$ cat src/rtl/rob_retire.sv
// rtl/rob_retire.sv - reorder buffer with in-order dual-slot retirement (option: ROB_DUAL_COMPLETE_EN)
module rob_retire #(
    parameter int ROB_DEPTH = 16,
    parameter int IDX_W     = 4
) (
    input  logic             clk,
    input  logic             reset_n,
    input  logic             alloc_valid,
    input  logic [5:0]       alloc_phys_rd,
    input  logic [5:0]       alloc_old_phys_rd,
    input  logic             alloc_is_store,
    output logic             alloc_ready,
    output logic [IDX_W-1:0] alloc_rob_idx,
    input  logic             complete_valid,
    input  logic [IDX_W-1:0] complete_rob_idx,
`ifdef ROB_DUAL_COMPLETE_EN
    input  logic             complete2_valid,
    input  logic [IDX_W-1:0] complete2_rob_idx,
`endif
    output logic             retire_valid1,
    output logic             retire_valid2,
    output logic [5:0]       retire_phys_reg1,
    output logic [5:0]       retire_phys_reg2,
    output logic             rob_empty
);

    localparam logic [5:0]     NO_REG   = 6'h3F;
    localparam logic [IDX_W:0] FULL_CNT = (IDX_W+1)'(ROB_DEPTH);

    // Per-entry state
    logic [ROB_DEPTH-1:0] valid_q, valid_d;
    logic [ROB_DEPTH-1:0] done_q, done_d;
    logic [ROB_DEPTH-1:0] store_q, store_d;
    logic [5:0]           old_q [ROB_DEPTH];
    logic [5:0]           old_d [ROB_DEPTH];

    // Queue pointers and occupancy
    logic [IDX_W-1:0] head_q, head_d;
    logic [IDX_W-1:0] tail_q, tail_d;
    logic [IDX_W:0]   count_q, count_d;

    // Registered retire outputs
    logic       retire_valid1_q, retire_valid1_d;
    logic       retire_valid2_q, retire_valid2_d;
    logic [5:0] retire_phys_reg1_q, retire_phys_reg1_d;
    logic [5:0] retire_phys_reg2_q, retire_phys_reg2_d;

    logic [IDX_W-1:0] head_p1;
    logic             alloc_fire;
    logic             ret1;
    logic             ret2;

    // The new destination register is tracked by rename, not by the ROB
    logic unused_alloc_phys_rd;
    assign unused_alloc_phys_rd = ^alloc_phys_rd;

    assign alloc_ready   = (count_q != FULL_CNT);
    assign alloc_rob_idx = tail_q;
    assign rob_empty     = (count_q == '0);
    assign alloc_fire    = alloc_valid && alloc_ready;
    assign head_p1       = head_q + IDX_W'(1);

    assign retire_valid1    = retire_valid1_q;
    assign retire_valid2    = retire_valid2_q;
    assign retire_phys_reg1 = retire_phys_reg1_q;
    assign retire_phys_reg2 = retire_phys_reg2_q;

    // Retire selection: slot 2 only follows a retiring slot 1, keeping strict order
    always_comb begin
        ret1 = valid_q[head_q] && done_q[head_q];
        ret2 = ret1 && valid_q[head_p1] && done_q[head_p1];
    end

    // Next entry state: completion, then retire clear, then allocation (allocation wins)
    always_comb begin
        valid_d = valid_q;
        done_d  = done_q;
        store_d = store_q;
        old_d   = old_q;
        if (complete_valid && valid_q[complete_rob_idx]) begin
            done_d[complete_rob_idx] = 1'b1;
        end
`ifdef ROB_DUAL_COMPLETE_EN
        if (complete2_valid && valid_q[complete2_rob_idx]) begin
            done_d[complete2_rob_idx] = 1'b1;
        end
`endif
        if (ret1) begin
            valid_d[head_q] = 1'b0;
            done_d[head_q]  = 1'b0;
        end
        if (ret2) begin
            valid_d[head_p1] = 1'b0;
            done_d[head_p1]  = 1'b0;
        end
        if (alloc_fire) begin
            valid_d[tail_q] = 1'b1;
            done_d[tail_q]  = 1'b0;
            store_d[tail_q] = alloc_is_store;
            old_d[tail_q]   = alloc_old_phys_rd;
        end
    end

    // Pointer and occupancy update
    always_comb begin
        head_d  = head_q + IDX_W'(ret1) + IDX_W'(ret2);
        tail_d  = tail_q + IDX_W'(alloc_fire);
        count_d = count_q + (IDX_W+1)'(alloc_fire) - (IDX_W+1)'(ret1) - (IDX_W+1)'(ret2);
    end

    // Free-list return: stores and entries without an old mapping retire silently
    always_comb begin
        retire_valid1_d    = ret1 && !store_q[head_q] && (old_q[head_q] != NO_REG);
        retire_valid2_d    = ret2 && !store_q[head_p1] && (old_q[head_p1] != NO_REG);
        retire_phys_reg1_d = retire_valid1_d ? old_q[head_q] : NO_REG;
        retire_phys_reg2_d = retire_valid2_d ? old_q[head_p1] : NO_REG;
    end

    // State registers; reset discards every in-flight entry
    always_ff @(posedge clk or negedge reset_n) begin
        if (!reset_n) begin
            valid_q            <= '0;
            done_q             <= '0;
            store_q            <= '0;
            for (int i = 0; i < ROB_DEPTH; i++) begin
                old_q[i] <= NO_REG;
            end
            head_q             <= '0;
            tail_q             <= '0;
            count_q            <= '0;
            retire_valid1_q    <= 1'b0;
            retire_valid2_q    <= 1'b0;
            retire_phys_reg1_q <= NO_REG;
            retire_phys_reg2_q <= NO_REG;
        end else begin
            valid_q            <= valid_d;
            done_q             <= done_d;
            store_q            <= store_d;
            old_q              <= old_d;
            head_q             <= head_d;
            tail_q             <= tail_d;
            count_q            <= count_d;
            retire_valid1_q    <= retire_valid1_d;
            retire_valid2_q    <= retire_valid2_d;
            retire_phys_reg1_q <= retire_phys_reg1_d;
            retire_phys_reg2_q <= retire_phys_reg2_d;
        end
    end

endmodule

$ cat config.mk
export PLATFORM = sky130hd
export DESIGN_NAME = rob_retire
export DESIGN_NICKNAME = d
export VERILOG_FILES = /design/src/rtl/rob_retire.sv
export SDC_FILE = /design/constraint.sdc
export NUM_CORES = 1
export LEC_CHECK = 0
export CORE_MARGIN = 2
export CORE_UTILIZATION = 57
export CTS_BUF_LIST = sky130_fd_sc_hd__clkbuf_8
export CTS_CLUSTER_SIZE = 10
export DETAILED_ROUTE_END_ITERATION = 6
export PLACE_DENSITY = 0.79
export SYNTH_ARGS = -nofsm -noshare
export SYNTH_HDL_FRONTEND = slang
export SYNTH_SLANG_ARGS = --single-unit
$ cat constraint.sdc
create_clock -name clk -period 4 [get_ports clk]
set_input_delay 0.4 -clock clk [delete_from_list [all_inputs] [get_ports clk]]
set_output_delay 0.4 -clock clk [all_outputs]
set_load 0.05 [all_outputs]
==> run summary, run 1 <==
Max-slew headroom: 30.2%
row cnt: 47
most common flop cell mapped by yosys: dfstp_2
pwr/cell area: 994 nW/um2
synthesized cell area: 9530 um2
NetSw: 0.00418 W
DRT antenna net count: 0
HPWL after DPL: 16.7 mm
type of the tightest min-delay check: in -> async
combinational share of power: 53.7%
period utilization: 94.6%
# diodes: 0
via count of the first global-routing pass: 6733
EDFF count, synth: 0
Clock Path Buffers: 2
cts hold-fix bufs: 0
WL/cell: 24.9 um
Detailed Route WL: 24.6 mm
Worst setup startpoint: head_q[0]
CP Capture Type: flip-flop
layout cells sized above 1: 45.8%
die height: 133 um
final hold violation count: 0
DRC violations left: 0
nets: 792
Reg-to-Reg Start: head_q[0]
GRT overflow: 0
clock power share: 12.2%
H-tree levels: 4
CTS root buffer: clkbuf_8
max-cap violations: 0
Core Area: 16500 um2
post-synth cell types: 57
GPL Wtd Cong: 0.941
DR pass1 iterations: 6
WP data required: 4390 ps
commonest non-fill, non-tap cell in the layout: dfstp_2
Buf+Inv Stages, Crit Path: 1
Num CTS Buffers: 17
Setup Buffers After CTS: 0
Ys Warns: 0
io pins: 41
Max VDD drop: 0.000452 V
Setup Crit Path Kind: reg -> reg
die area: 17800 um2
Mapped Avg Cell Area: 13.2 um2
Seq pwr share: 34.1%
Power Total: 0.0105 W
Iter 0 DRT Violations: 682
static leakage: 4.12 nW
Seq/Total Area, Yosys: 46.3%
final setup violation count: 0
Yosys reg bits: 171
Crit path max-delay family: adder cells
Final Critical Period: 3780 ps
clock transition at the registers of the reported paths: 100 ps
largest net degree at the start of global routing: 118
cell internal pwr: 0.00631 W
RSZ-0062 raised after global routing: no
Cells after Synth: 721
CTS tree: yes
Crit-path slowest cell: mux4_2
Fmax: 0.264 GHz
Tot GR Track Use: 28.9%
worst-margin pin slew: 1050 ps
CP arrival: 4170 ps
Startpoint Class: flip-flop
Layout area overhead: 10.8%
first-pass GRT wire length: 38.6 mm
critical path peak fanout: 12
cell repeated most along the worst path: ha_1
pins over their slew limit: 0
Synth Net Count: 761
commonest cells after routing, fill and taps aside: dfstp_2 (108), mux2_2 (105), mux4_2 (76)
setup TNS: 0 ps
Cell Chain, Critical Path: ha_1 > xnor2_2 > buf_4 > mux4_2 > mux4_2 > nor2b_1 > ha_1 > ha_1 > ha_1 > fa_1 > xnor2_1
CTS Sinks: 171
initial antenna violation count: 0
Starting Density: 57.9%
Layout Skew: 20.6 ps
vias: 6681
Via density: 6.78
# resized after CTS: 0
asr flop ratio synth: 100%
Max stage delay on crit path: 520 ps
clk_lat worst skew: 470 ps
Die Span X: 133 um
status: complete, no violations
PortBufs: 34
Net Sw Frac: 39.8%
## area by class of cell
class,instances,area [um2]
Timing Repair Buffer,57,514
Inverter,25,93.8
Clock buffer,17,234
Clock inverter,15,173
Sequential cell,171,4420
Multi-Input combinational cell,480,4850
Fill cell,1244,5910
Tap cell,220,275
## synth_stat cells (8+ instances only)
master / n / area (um2)
a21oi_1: 11 / 55.1
and2_1: 16 / 100
and3_1: 8 / 50.1
buf_2: 12 / 60.1
clkbuf_1: 28 / 105
dfrtp_1: 63 / 1580
dfstp_2: 108 / 2840
ha_1: 17 / 213
inv_1: 24 / 90.1
mux2_2: 105 / 1180
mux2i_1: 8 / 80.1
mux4_2: 76 / 1710
nand2_1: 55 / 206
nand2b_1: 8 / 50.1
nand3_1: 13 / 65.1
nand4_1: 9 / 56.3
nor2_1: 28 / 105
o21ai_0: 16 / 80.1
## power by group through the flow
stage,Clock (W),Sequential [W],Combinational [W]
after CTS,0.00130,0.00355,0.00560
after floorplan,0,0.00355,0.00402
after detailed placement,0,0.00358,0.00558
final,0.00128,0.00358,0.00563
after global routing,0.00138,0.00368,0.00603
after global placement,0,0.00347,0.00543
## sequential cells by signal, indices dropped and copies added (netlist names)
name              flops
count_q               5
store_q              16
valid_q              16
retire_phys_reg1      6
old_q                96
alloc_rob_idx         4
done_q               16
retire_valid1         1
retire_valid2         1
retire_phys_reg2      6
head_q                4
## kinds of logic (layout without fill, tap and decap cells)
family | after synthesis | after routing | share of synthesized area [%]
DFF | 171 | 171 | 46.3
and+or+nand+nor | 172 | 172 | 9.06
adders and majority gates | 19 | 19 | 2.65
buffers and inverters | 70 | 114 | 2.93
AOI/OAI and AO/OA | 89 | 89 | 6.55
muxes | 190 | 190 | 31.5
xor gates and xnor gates | 10 | 10 | 0.998
## worst paths after layout
check / endpoint / slack [ps] / cells after the start
max: count_q[3] / 220 / 11
min: valid_q[4] / 50 / 1
max reg2reg: count_q[3] / 220 / 11
min reg2reg: old_q[64] / 480 / 2
max in group asynchronous: old_q[7] / 2860 / 2
min in group clk: old_q[64] / 480 / 2
## per-stage QoR
step	hold slack, ps	utilization [%]	setup WS [ps]	area (um2)	cells
6_report	51.6	64.1	216	10600	985
5_1_grt	141	64.1	31.2	10600	985
4_1_cts	119	64.1	252	10600	985
3_5_place_dp	464	61.6	263	10100	953
3_3_place_gp	449	61.6	374	10100	953
2_1_floorplan	104	-	61.1	9530	721
## routing by layer
layer  global-route usage [%]  up-vias  routed length [um]
met5                        0        -                   0
met4                     8.92        0                 559
met3                     8.07       49                2040
met2                     46.0      337               12100
met1                     39.1     3505                9860
li1                         -     2790                   -
No activity file was read; power rests on OpenSTA's default activity.
==> inputs of run 2 (changes only) <==
--- a/config.mk
+++ b/config.mk
@@ -5,6 +5,7 @@
 export SDC_FILE = /design/constraint.sdc
 export NUM_CORES = 1
 export LEC_CHECK = 0
+export CORE_ASPECT_RATIO = 1.25
 export CORE_MARGIN = 2
 export CORE_UTILIZATION = 57
 export CTS_BUF_LIST = sky130_fd_sc_hd__clkbuf_8
==> run 2 against run 1 <==
Against the previous run: the flow now finishes with violations (design-rule violations); global-route usage up 0.86 points; die area about the same; clock-buffer cell count unchanged; critical path type unchanged; largest cell class unchanged.
==> run summary, run 2 (same netlist as run 1, synthesis figures left out) <==
Seq pwr share: 34.2%
pwr/cell area: 990 nW/um2
pins over their slew limit: 0
violated checks: design-rule violations
row cnt: 52
Iter 0 DRT Violations: 675
GRT overflow: 0
Starting Density: 58.6%
WP data required: 4360 ps
DRT antenna net count: 0
Final Core Density: 64.9%
period utilization: 91.5%
Final Critical Period: 3660 ps
Crit-path slowest cell: mux4_2
largest net degree at the start of global routing: 107
Via density: 6.80
type of the tightest min-delay check: in -> async
# diodes: 0
GR met1 Demand/Resource: 38.7%
Cell Chain, Critical Path: ha_1 > xnor2_2 > buf_4 > mux4_2 > mux4_2 > nor2b_1 > ha_1 > ha_1 > ha_1 > fa_1 > xnor2_1
final hold violation count: 0
io pins: 41
Final Cell Area: 10600 um2
Layout Skew: 13.5 ps
Worst setup startpoint: head_q[0]
PortBufs: 34
reg-to-reg setup timing slack: 340 ps
Max stage delay on crit path: 520 ps
cell repeated most along the worst path: ha_1
DR pass1 iterations: 7
Die Span X: 120 um
Fmax: 0.273 GHz
Num CTS Buffers: 17
max-cap violations: 0
clock transition at the registers of the reported paths: 90 ps
Reg-to-Reg Start: head_q[0]
commonest cells after routing, fill and taps aside: dfstp_2 (108), mux2_2 (105), mux4_2 (76)
CP Capture Type: flip-flop
NetSw: 0.00421 W
Fill cells: 1189
vias: 6704
Setup Crit Path Kind: reg -> reg
Tot GR Track Use: 29.7%
placed cell area: 10200 um2
CTS Sinks: 171
cell internal pwr: 0.00623 W
Power Total: 0.0104 W
CP arrival: 4020 ps
Core Area: 16300 um2
clock power share: 11.4%
nets: 797
DRC violations left: 1
RSZ-0062 raised after global routing: no
layout cells sized above 1: 46.1%
setup TNS: 0 ps
Startpoint Class: flip-flop
cts hold-fix bufs: 0
combinational share of power: 54.4%
static leakage: 4.13 nW
final setup violation count: 0
Register Area: 4420 um2
# resized after CTS: 0
clk_lat worst skew: 470 ps
GPL Wtd Cong: 0.961
commonest non-fill, non-tap cell in the layout: dfstp_2
CTS tree: yes
die area: 17800 um2
status: complete, but fails checks
worst-margin pin slew: 957 ps
HPWL after DPL: 17.2 mm
Net Sw Frac: 40.3%
WHS: 33.4 ps
critical path peak fanout: 4
WL/cell: 25.4 um
Clock Path Buffers: 2
Detailed Route WL: 25.1 mm
max reg flops: 96
H-tree levels: 4
Max-slew headroom: 36.2%
busiest metal layer after global routing: met2
area of the multi-input gates: 4850 um2
met3 GRT Util: 6.60%
die height: 149 um
via count of the first global-routing pass: 6999
GRT met2 Usage: 48.8%
Biggest register: old_q
Setup Buffers After CTS: 0
CTS root buffer: clkbuf_8
first-pass GRT wire length: 39.6 mm
Max VDD drop: 0.000505 V
initial antenna violation count: 0
Layout area overhead: 10.7%
run 2: final timing paths:
kind | endpoint | depth (start not counted)
setup / recovery | count_q[3] | 11
hold / removal | count_q[2] | 1
setup reg to reg | count_q[3] | 11
hold reg to reg | old_q[60] | 2
max in group asynchronous | old_q[43] | 2
min in group clk | old_q[60] | 2
run 2: final cells by class:
| cell class | instances | share of cell area (%) |
|---|---|---|
| multi-input cells | 480 | 45.9 |
| clock buffers | 17 | 2.22 |
| clock inverters | 15 | 1.32 |
| inverters | 25 | 0.889 |
| well taps | 216 | 2.56 |
| repair buffers | 62 | 5.23 |
| flip-flops and latches | 171 | 41.9 |
run 2: metrics by stage:
stage / worst slack [ps] / instances
final: 340 / 986
after global routing: 133 / 986
after CTS: 326 / 986
after detailed placement: 329 / 954
after global placement: 403 / 954
after floorplan: 61.1 / 721
run 2: critical path, delay by kind of cell (launching register included):
kind	cells	cell delay (ps)
xor gates and xnor gates	2	350
adders and majority gates	5	1290
buffers and inverters	1	220
DFF	1	490
muxes	2	1030
and+or+nand+nor	1	180
run 2: layer usage:
metal | vias to the layer above | share of wire [%]
met3 | 78 | 8.0
met4 | 0 | 4.1
li1 | 2818 | -
met5 | - | 0
met1 | 3416 | 38
met2 | 392 | 50
run 2: power groups by stage:
| stage | registers, W | logic (W) | clock network [W] |
|---|---|---|---|
| finish | 0.00357 | 0.00569 | 0.00119 |
| global route | 0.00368 | 0.00607 | 0.00128 |
| CTS | 0.00354 | 0.00566 | 0.00121 |
| detailed placement | 0.00357 | 0.00565 | 0 |
| global placement | 0.00346 | 0.00550 | 0 |
| floorplan | 0.00355 | 0.00402 | 0 |
